$ cat config.mk
export PLATFORM = sky130hd
export DESIGN_NAME = result_uart_tx
export DESIGN_NICKNAME = d
export VERILOG_FILES = /design/src/rtl/result_uart_tx.sv
export SDC_FILE = /design/constraint.sdc
export NUM_CORES = 1
export LEC_CHECK = 0
export CORE_MARGIN = 5
export CORE_UTILIZATION = 49
export CTS_CLUSTER_DIAMETER = 200
export DETAILED_ROUTE_END_ITERATION = 10
export DONT_BUFFER_PORTS = 1
export HOLD_SLACK_MARGIN = 0.08
export PLACE_DENSITY = 0.75
export SLEW_MARGIN = 10
export SYNTH_ARGS = -nofsm -noshare
export SYNTH_HDL_FRONTEND = slang
export SYNTH_SLANG_ARGS = --single-unit
$ cat constraint.sdc
create_clock -name clk -period 2.9 [get_ports clk]
set_input_delay 0 -clock clk [delete_from_list [all_inputs] [get_ports clk]]
set_output_delay 0 -clock clk [all_outputs]
set_load 0.1 [all_outputs]
$ cat src/rtl/result_uart_tx.sv
// result_uart_tx: buffers 32-bit result words in a small FIFO and sends each
// one on an 8N1 UART line as four bytes, byte 0 first, each byte LSB first.
module result_uart_tx #(
  parameter int unsigned CLKS_PER_BIT = 868,
  parameter int unsigned FIFO_DEPTH   = 4,
  parameter int unsigned DATA_W       = 32
) (
  input  logic                          clk,
  input  logic                          reset,
  input  logic                          I_valid,
  input  logic [DATA_W-1:0]             I_result,
  output logic                          O_ready,
  output logic                          O_tx,
  output logic                          O_busy,
  output logic [$clog2(FIFO_DEPTH):0]   O_count,
  output logic                          O_overflow
);

  localparam int unsigned AW = $clog2(FIFO_DEPTH);
  localparam int unsigned CW = AW + 1;
  localparam int unsigned BW = $clog2(CLKS_PER_BIT);

  typedef enum logic [1:0] {IDLE, START, DATA, STOP} state_t;

  state_t            r_state, w_state_nx;
  logic [BW-1:0]     r_baud, w_baud_nx;
  logic [2:0]        r_bit, w_bit_nx;
  logic [1:0]        r_byte, w_byte_nx;
  logic [DATA_W-1:0] r_shreg, w_shreg_nx;
  logic              r_tx, w_tx_nx;

  logic [DATA_W-1:0] r_mem [FIFO_DEPTH];
  logic [AW-1:0]     r_wr, r_rd;
  logic [CW-1:0]     r_count, w_count_nx;
  logic              r_ready, r_busy, r_overflow;

  logic              w_push, w_pop, w_wrap, w_not_empty;
  logic [4:0]        w_idx;

  assign w_push      = I_valid & r_ready;
  assign w_not_empty = (r_count != '0);
  assign w_wrap      = (r_baud == BW'(CLKS_PER_BIT - 1));
  assign w_idx       = {r_byte, r_bit};
  assign w_count_nx  = r_count + CW'(w_push) - CW'(w_pop);

  assign O_ready    = r_ready;
  assign O_tx       = r_tx;
  assign O_busy     = r_busy;
  assign O_count    = r_count;
  assign O_overflow = r_overflow;

  // FIFO storage; stale contents are unreachable once the pointers reset
  always_ff @(posedge clk) begin
    if (w_push) r_mem[r_wr] <= I_result;
  end

  // FIFO pointers, occupancy, status flags and sticky overflow
  always_ff @(posedge clk) begin
    if (reset) begin
      r_wr       <= '0;
      r_rd       <= '0;
      r_count    <= '0;
      r_ready    <= 1'b1;
      r_busy     <= 1'b0;
      r_overflow <= 1'b0;
    end else begin
      if (w_push) r_wr <= r_wr + AW'(1);
      if (w_pop)  r_rd <= r_rd + AW'(1);
      r_count <= w_count_nx;
      r_ready <= (w_count_nx != CW'(FIFO_DEPTH));
      r_busy  <= (w_state_nx != IDLE) | (w_count_nx != '0);
      if (I_valid && !r_ready) r_overflow <= 1'b1;
    end
  end

  // Serialiser state, counters and line register
  always_ff @(posedge clk) begin
    if (reset) begin
      r_state <= IDLE;
      r_baud  <= '0;
      r_bit   <= '0;
      r_byte  <= '0;
      r_shreg <= '0;
      r_tx    <= 1'b1;
    end else begin
      r_state <= w_state_nx;
      r_baud  <= w_baud_nx;
      r_bit   <= w_bit_nx;
      r_byte  <= w_byte_nx;
      r_shreg <= w_shreg_nx;
      r_tx    <= w_tx_nx;
    end
  end

  // Next state, pop strobe and next line level; bits advance only on baud wrap
  always_comb begin
    w_state_nx = r_state;
    w_baud_nx  = r_baud;
    w_bit_nx   = r_bit;
    w_byte_nx  = r_byte;
    w_shreg_nx = r_shreg;
    w_tx_nx    = r_tx;
    w_pop      = 1'b0;
    if (r_state != IDLE) w_baud_nx = w_wrap ? '0 : r_baud + BW'(1);
    unique case (r_state)
      IDLE: begin
        w_tx_nx   = 1'b1;
        w_baud_nx = '0;
        if (w_not_empty) begin
          w_pop      = 1'b1;
          w_shreg_nx = r_mem[r_rd];
          w_byte_nx  = '0;
          w_state_nx = START;
          w_tx_nx    = 1'b0;
        end
      end
      START: begin
        if (w_wrap) begin
          w_bit_nx   = '0;
          w_state_nx = DATA;
          w_tx_nx    = r_shreg[{r_byte, 3'd0}];
        end
      end
      DATA: begin
        if (w_wrap) begin
          if (r_bit == 3'd7) begin
            w_state_nx = STOP;
            w_tx_nx    = 1'b1;
          end else begin
            w_bit_nx = r_bit + 3'd1;
            w_tx_nx  = r_shreg[5'(w_idx + 5'd1)];
          end
        end
      end
      STOP: begin
        if (w_wrap) begin
          if (r_byte != 2'd3) begin
            w_byte_nx  = r_byte + 2'd1;
            w_state_nx = START;
            w_tx_nx    = 1'b0;
          end else if (w_not_empty) begin
            // back-to-back word: next start bit follows this stop bit directly
            w_pop      = 1'b1;
            w_shreg_nx = r_mem[r_rd];
            w_byte_nx  = '0;
            w_state_nx = START;
            w_tx_nx    = 1'b0;
          end else begin
            w_state_nx = IDLE;
            w_tx_nx    = 1'b1;
          end
        end
      end
      default: w_state_nx = IDLE;
    endcase
  end

endmodule

; ---- After elaboration in Yosys (flattened, before gate mapping)
; Memories as Yosys holds them, arrays and structs flattened. A register that Yosys moved wholly into a read port is not among the register bits.
; Cells that the tools add are included.
[word_totals]
register_bits = 60
mem_bits_rw = 128
input_bits = 35
mem_count = 1
[memory_table]
columns = name, depth, word_bits, read_ports, rd_ports_with_merged_regs, write_ports, line
row1 = r_mem, 4, 32, 1, 1, 1, 32  ; logic [DATA_W-1:0] r_mem [FIFO_DEPTH];
[op_classes]
addsub = 8
order_cmp = 2
n_eq_ne = 12
muxes = 40
bitwise_logic = 2
n_reduce_logical = 14
[op_table]
columns = cell, count
row1 = $mux 32, 3
row2 = $pmux 32 s2, 1
row3 = $mux 2, 10
row4 = $mux 1, 15
row5 = $lt 5x6->1 const B, 2
row6 = $ne 2x2->1 const B, 6
row7 = $add 10x1->10 const B, 1
row8 = $eq 10x10->1 const B, 1
row9 = $mux 10, 1
row10 = $mux 3, 3
row11 = $pmux 2 s4, 1
row12 = $reduce_bool 2->1, 4
row13 = $add 2x1->2 const B, 3
row14 = $pmux 3 s2, 1
row15 = $reduce_and 3->1, 2
row16 = $reduce_bool 3->1, 2
row17 = $add 5x1->5 const B, 1
row18 = $bmux 1 s5, 1
row19 = $eq 2x2->1 const B, 2
row20 = $pmux 1 s4, 1
row21 = $pmux 2 s2, 1
row22 = $reduce_and 4->1, 1
row23 = $add 3x1->3, 1
row24 = $add 3x1->3 const B, 1
row25 = 13 further kinds, 13

; ---- Depth between registers and ports, before layout
; Gate-level depths: netlist of run 1.
[depth]
depth_word = 8
mapped_depth = 13
ltp_nobuf = 12

; ---- Least setup slack after synthesis of run 1
; Ideal clock, no wire load.
[synth_timing]
kind = reg2reg
from = reg r_count[1], in the netlist O_count[1]
to = reg r_busy, in the netlist O_busy
arrival_time_ns = 2.875
required_time_ns = 2.781
slack_ns = -0.094
stages_incl_launch_ff = 12
path_buffers = 0
synth_period_minus_slack_ns = 2.994
path_cell_list = dfxtp_1 -> nor3_1 -> nor2_1 -> o21a_1 -> ha_1 -> inv_1 -> ha_1 -> fa_1 -> xnor2_1 -> xnor2_1 -> o311a_1 -> o21bai_1
[synth_via]
elab_chain_cells = 8
[synth_rtl]
columns = element, line
row1 = "start, declared", 34  ; logic [CW-1:0] r_count, w_count_nx;
row2 = "start signal, assigned", 69  ; r_count <= w_count_nx;
row3 = $reduce_bool 3->1 *, 41  ; assign w_not_empty = (r_count != '0);
row4 = $mux 1 *, "109, 141"
row5 = $mux 1, 137  ; if (r_byte != 2'd3) begin
row6 = $mux 1, 136  ; if (w_wrap) begin
row7 = $pmux 1 s2 *, 105  ; unique case (r_state)
row8 = via w_pop, 37  ; logic w_push, w_pop, w_wrap, w_not_empty;
row9 = $sub 3x1->3 *, 44  ; assign w_count_nx = r_count + CW'(w_push) - CW'(w_pop);
row10 = $reduce_bool 3->1 *, 71  ; r_busy <= (w_state_nx != IDLE) | (w_count_nx != '0);
row11 = $or 1x1->1 *, 71
row12 = "end signal, assigned", 71
row13 = "end, declared", 35  ; logic r_ready, r_busy, r_overflow;
; The timed path passes the listed nets; every way through them passes the cells marked *.
; A chain may end at the register's enable or synchronous reset.

; ---- Final worst setup path of run 1
[layout_timing]
from = reg r_baud[3]
to = reg r_busy, in the netlist O_busy
[layout_via]
elab_chain_cells = 6
[layout_rtl]
columns = element, line
row1 = "start, declared", 26  ; logic [BW-1:0] r_baud, w_baud_nx;
row2 = "start signal, assigned", 87  ; r_baud <= w_baud_nx;
row3 = $eq 10x10->1, 42  ; assign w_wrap = (r_baud == BW'(CLKS_PER_BIT - 1));
row4 = $mux 1, 136
row5 = $pmux 1 s2, 105
row6 = via w_pop, 37
row7 = $sub 3x1->3, 44
row8 = $reduce_bool 3->1, 71
row9 = $or 1x1->1, 71
; The timed path passes the listed nets, and every way through them passes these cells.

==> results of run 1 <==
-- cells in the mapped netlist (all sizes together) (3+ instances only) --
| cell type | instances | share of area (%) |
|---|---|---|
| xnor2 | 8 | 0.91 |
| nor2b | 4 | 0.33 |
| ha | 15 | 2.4 |
| nand4 | 5 | 0.41 |
| o21ai | 7 | 0.46 |
| buf | 13 | 1.6 |
| and2 | 3 | 0.24 |
| o21bai | 3 | 0.29 |
| a21oi | 9 | 0.59 |
| nor3 | 5 | 0.33 |
| clkbuf | 11 | 0.55 |
| edfxtp | 128 | 50 |
| nor4 | 3 | 0.44 |
| mux2i | 33 | 4.3 |
| dfxtp | 62 | 16 |
| nor2 | 55 | 2.7 |
| nand2 | 21 | 1.0 |
| and3 | 7 | 0.57 |
| inv | 11 | 0.54 |
| xor2 | 7 | 0.80 |
| mux4 | 41 | 12 |
| nand3 | 7 | 0.52 |
-- where the power goes --
| group | leakage [nW] | internal (mW) | total, mW | switching (mW) |
|---|---|---|---|---|
| Sequential | 1.68 | 3.47 | 3.80 | 0.332 |
| Clock | 0.267 | 1.19 | 2.16 | 0.969 |
| Combinational | 1.20 | 1.10 | 2.40 | 1.30 |
-- final timing paths --
path | startpoint | to | slack (ps) | cells past startpoint
setup / recovery | r_baud[3] | O_busy | 140 | 11
hold / removal | I_valid | r_mem[2][29] | 230 | 2
setup reg to reg | r_baud[3] | O_busy | 140 | 11
hold reg to reg | r_baud[0] | r_baud[0] | 450 | 1
-- registers in the layout, summed over array words and instances (netlist names), named ones only --
name and count:
r_shreg 32, O_overflow 1, r_wr 2, r_mem 128, O_count 3, r_bit 3
O_tx 1, r_baud 10, r_byte 2, O_ready 1, O_busy 1, r_rd 2
r_state 2
-- layout make-up --
class	count	area, um^2
diodes	2	5.005
repair buffers	56	520.5
clock inverters	12	115.1
clock buffers	19	432.9
multi-input cells	257	2425
inverters	11	41.29
well taps	211	264.0
flip-flops and latches	190	5087
fillers	1187	6424
-- worst reg2reg max path: cells and delay by family (launching register included) --
family / cells / cell delay [ps]
flops: 1 / 380
xor+xnor: 2 / 350
simple gates: 2 / 750
compound gates: 3 / 440
fa+ha+maj: 3 / 690
buf+inv: 1 / 40
-- what timing repair did --
action                                  CTS  global route
gates resized for setup                   0             3
setup buffers                             0             1
hold buffers                             36             0
endpoints found under the hold margin   190             0
endpoints found under the setup margin    0             2
-- layer usage --
metal | wire [um] | track usage (%) | up-vias
li1 | - | - | 1935
met1 | 5935 | 20.16 | 2119
met2 | 7705 | 28.93 | 83
met3 | 538 | 3.603 | 15
met4 | 203 | 6.775 | 0
met5 | 0 | 0 | -
-- cell usage in the layout (no fill, tap or decap), types with 3 or more instances in the layout --
| cell type | synthesis | final |
|---|---|---|
| ha_1 | 15 | 14 |
| o21ai_0 | 7 | 7 |
| mux4_2 | 41 | 41 |
| inv_1 | 11 | 11 |
| dlygate4sd3_1 | 0 | 35 |
| nor2_1 | 55 | 55 |
| and2_1 | 3 | 3 |
| and3_1 | 7 | 7 |
| xnor2_1 | 8 | 8 |
| nand3_1 | 6 | 6 |
| dfxtp_1 | 62 | 60 |
| clkbuf_16 | 0 | 17 |
| clkinv_4 | 0 | 4 |
| nor2b_1 | 4 | 4 |
| nor3_1 | 5 | 4 |
| xor2_1 | 7 | 7 |
| nand2_1 | 21 | 21 |
| nand4_1 | 5 | 5 |
| buf_4 | 0 | 20 |
| edfxtp_1 | 128 | 128 |
| mux2i_1 | 33 | 33 |
| a21oi_1 | 9 | 9 |
-- cells by family after synthesis --
| kind of cell | after synthesis | share of synthesized area (%) |
|---|---|---|
| fa+ha+maj | 16 | 2.699 |
| flops | 190 | 66.07 |
| compound gates | 33 | 2.926 |
| mux | 75 | 16.44 |
| simple gates | 118 | 7.479 |
| xor+xnor | 15 | 1.707 |
| buf+inv | 35 | 2.683 |
-- per-stage QoR --
stage	util, %	cell area (um^2)	hold slack, ps	worst slack, ps	cells
final	58.06	8891	226.5	140.7	758
after CTS	57.94	8874	221.5	58.61	755
after global placement	51.94	7955	81.70	185.0	688
after global routing	58.06	8891	236.3	36.76	758
after detailed placement	51.94	7955	87.27	80.69	688
after floorplan	-	7701	98.87	2.025	482
==> results.toml, run 1 <==
[global_route]
grt_pass1_wl_um = 23050
grt.total_usage_pct = 16.62
antenna_found_initial = 2
grt_overflow = 0
grt_pass1_vias = 4426
grt_max_degree = 52

[routing]
drc = 0
via_count = 4152
drt_wl_total_um = 14380
ant_nets = 0
wl_per_cell_um = 18.97
dr.pass1.iters = 6
vias_per_cell = 5.478
initialDrtViolationCount = 250

[pwr]
p_per_area_nw_per_um2 = 939.2
power.total_mw = 8.351
p_leak_nw = 3.150
ir_worst_vdd_v = 0.0005597

[timing]
finalClockSkew_ps = 5.298
finalMaxSlewViolations = 0
rsz0062_at_grt = "false"
setup_tns_ps = 0
clock.fmax_ghz = 0.3624
fin_crit_ps = 2759
worstMarginPinSlew_ps = 974.0
max_slew_margin_pct = 34.98
finalHoldViolCount = 0
period_share_pct = 95.15
setup_violations = 0

[clocking]
clkTransAtPathRegs_ps = 70
clock_sinks = 190
clockBufferDepth = 2
root_buffer = "clkbuf_16"
cts_buffers = 17
h-tree-depth = 4
cts_tree = "yes"
insertion_delay_ps = 430

[yosys]
synth_seq_area_share_pct = 66.07
syn_nets = 533
synth_cells = 482
ys_ff_latch = 190
syn_area_per_cell_um2 = 15.97
synth-async-reset-ratio_pct = 0
synth_ff_type = "edfxtp_1"
syn_area_um2 = 7696
ys_types = 50
ys_warn_count = 0
synth_edf_count = 128

[floorplan]
die_area_um2 = 18310
placementRows = 45
die_h_um = 135.3
coreArea_um2 = 15310
num_io_pins = 42
die_x_um = 135.3
start_util_pct = 50.25

[job]
max_cap_viol_count = 0

[critical_path]
crit_family = "simple AND/OR/NAND/NOR gates"
crit_required_ps = 3210
critPathBufInv = 1
critPathMaxFanout = 6
cp-start-kind = "flip-flop"
critical-path-max-stage-delay_ps = 400
cp_data_arrival_time_ps = 3070
critPathSlowestCell = "or3_4"
crit_type = "reg -> reg"
critPathCaptureType = "flip-flop"
crit_chain = "or3_4 -> nor4_4 -> o21a_2 -> ha_1 -> inv_1 -> ha_1 -> fa_1 -> xnor2_1 -> xnor2_1 -> o311a_1 -> o21bai_1"

[layout]
area_delta_synth_final_pct = 15.53
drive_gt1_share_pct = 19.08
nets = 584

[place]
port_buffers = 0
gp_congestion = 0.7796
hpwl_um = 8563

[worst_hold_path]
hp-class = "in -> reg"

[outcome]
status = "finished clean"
Note: power is estimated with default switching activity, not from simulation.
==> run 2, diff against run 1 <==
Settings changed: CORE_ASPECT_RATIO set to 1.2.
==> results.toml, run 2 (synthesis results as in run 1) <==
[floorplan]
die_x_um = 124.4
coreArea_um2 = 15510
die_area_um2 = 18320
die_h_um = 147.3
num_io_pins = 42
start_util_pct = 49.60
placementRows = 50

[layout]
area_delta_synth_final_pct = 15.69
top_register = "r_mem"
fin_util_pct = 57.39
fillers = 1229
regArea_um2 = 5086
final_cell_mix = "128 x edfxtp_1, 61 x dfxtp_1, 55 x nor2_1, 41 x mux4_2, 35 x dlygate4sd3_1"
nets = 584
largest_reg_flops = 128
multi_input_area_um2 = 2425
antenna_cells = 0
drive_gt1_share_pct = 19.23
final_cell_count_no_fill = 754
layout_commonest_cell = "edfxtp_1"
largestRegisters = "r_mem: 128 flops, r_shreg: 32 flops, r_baud: 10 flops"

[routing]
drc = 0
initialDrtViolationCount = 241
ant_nets = 0
drt_wl_total_um = 13890
dr.pass1.iters = 4
wl_per_cell_um = 18.42
via_count = 4147
vias_per_cell = 5.500

[timing]
rsz0062_at_grt = "false"
period_share_pct = 93.45
finalClockSkew_ps = 5.715
finalMaxSlewViolations = 0
setup_violations = 0
max_slew_margin_pct = 33.55
finalHoldViolCount = 0
clock.fmax_ghz = 0.3690
fin_crit_ps = 2710
worstMarginPinSlew_ps = 995.4
setup_tns_ps = 0

[global_route]
use_met3_pct = 3.418
grt_use_met2_pct = 28.87
grt.total_usage_pct = 16.04
grt_max_degree = 52
grt_pass1_wl_um = 22990
antenna_found_initial = 0
grt-busiest-layer = "met2"
grt_overflow = 0
grt_pass1_vias = 4457
use_met1_pct = 18.93

[critical_path]
critPathMaxFanout = 6
critPathBufInv = 1
cp-start-kind = "flip-flop"
critPathCaptureType = "flip-flop"
critPathSlowestCell = "fa_1"
crit_chain = "ha_2 -> nand4b_1 -> nor4_4 -> o21a_2 -> ha_1 -> inv_1 -> ha_1 -> fa_1 -> xnor2_1 -> xnor2_1 -> o311a_1 -> o21bai_1"
crit_type = "reg -> reg"
cp_data_arrival_time_ps = 3020
crit_required_ps = 3210
critical-path-max-stage-delay_ps = 380
crit_family = "adder cells"

[outcome]
status = "finished clean"

[worst_hold_path]
hp-class = "in -> reg"

[clocking]
root_buffer = "clkbuf_16"
cts_tree = "yes"
cts_buffers = 17
clkTransAtPathRegs_ps = 70
clockBufferDepth = 2
h-tree-depth = 4
insertion_delay_ps = 420
clock_sinks = 190

[place]
placedCellCount = 685
gp_congestion = 0.7839
port_buffers = 0
hpwl_um = 8781

[pwr]
p_per_area_nw_per_um2 = 939.9
p_leak_nw = 3.153
ir_worst_vdd_v = 0.0005269

[job]
max_cap_viol_count = 0
[run 2: cell count changes in the layout (fill, tap and decap cells not counted), sizes merged]
| cell | before | now |
|---|---|---|
| clkinv | 7 | 5 |
| clkinvlp | 1 | 3 |
| diode | 2 | 0 |
| clkbuf | 19 | 20 |
[run 2: report_power, final]
group          leakage, nW  internal (mW)  switching [mW]
clock network        0.267           1.21           0.963
registers             1.68           3.46           0.332
logic                 1.20           1.12            1.28
total                 3.15           5.79            2.57
[run 2: final timing paths]
check / startpoint / end / slack, ps / cells after the start
setup reg to reg: r_baud[0] / O_busy / 190 / 12
hold reg to reg: r_baud[0] / r_baud[0] / 470 / 1
hold / removal: I_valid / r_mem[0][29] / 230 / 2
setup / recovery: r_baud[0] / O_busy / 190 / 12
[run 2: final cells by class]
cell class / count / share of cell area (%)
tap: 208 / 2.923
clock buffer: 20 / 5.017
timing repair buffer: 56 / 5.987
inverter: 11 / 0.4637
clock inverter: 12 / 1.251
multi-input combinational: 257 / 27.23
sequential: 190 / 57.12
[run 2: repair_timing]
action / in CTS / in global routing
hold buffers: 36 / 0
endpoints found under the setup margin: 0 / 2
hold endpoints to repair: 190 / 0
buffers inserted: 0 / 1
resized for setup: 0 / 2
[run 2: per-stage QoR]
stage                     setup slack, ps  cell area (um^2)  total power, mW  hold WS (ps)
after CTS                           22.73              8892            8.439         235.4
after detailed placement            40.74              7964            6.187         81.36
after floorplan                     2.025              7701            5.723         98.87
after global placement              180.5              7964            6.073         82.42
after global routing                3.387              8904            8.829         249.5
final                               190.0              8904            8.369         231.4
[run 2: per-layer routing]
| layer | share of wire [%] | up-vias |
|---|---|---|
| met2 | 54 | 87 |
| li1 | - | 1931 |
| met1 | 40 | 2105 |
| met4 | 2.0 | 0 |
| met3 | 3.1 | 24 |
| met5 | 0 | - |
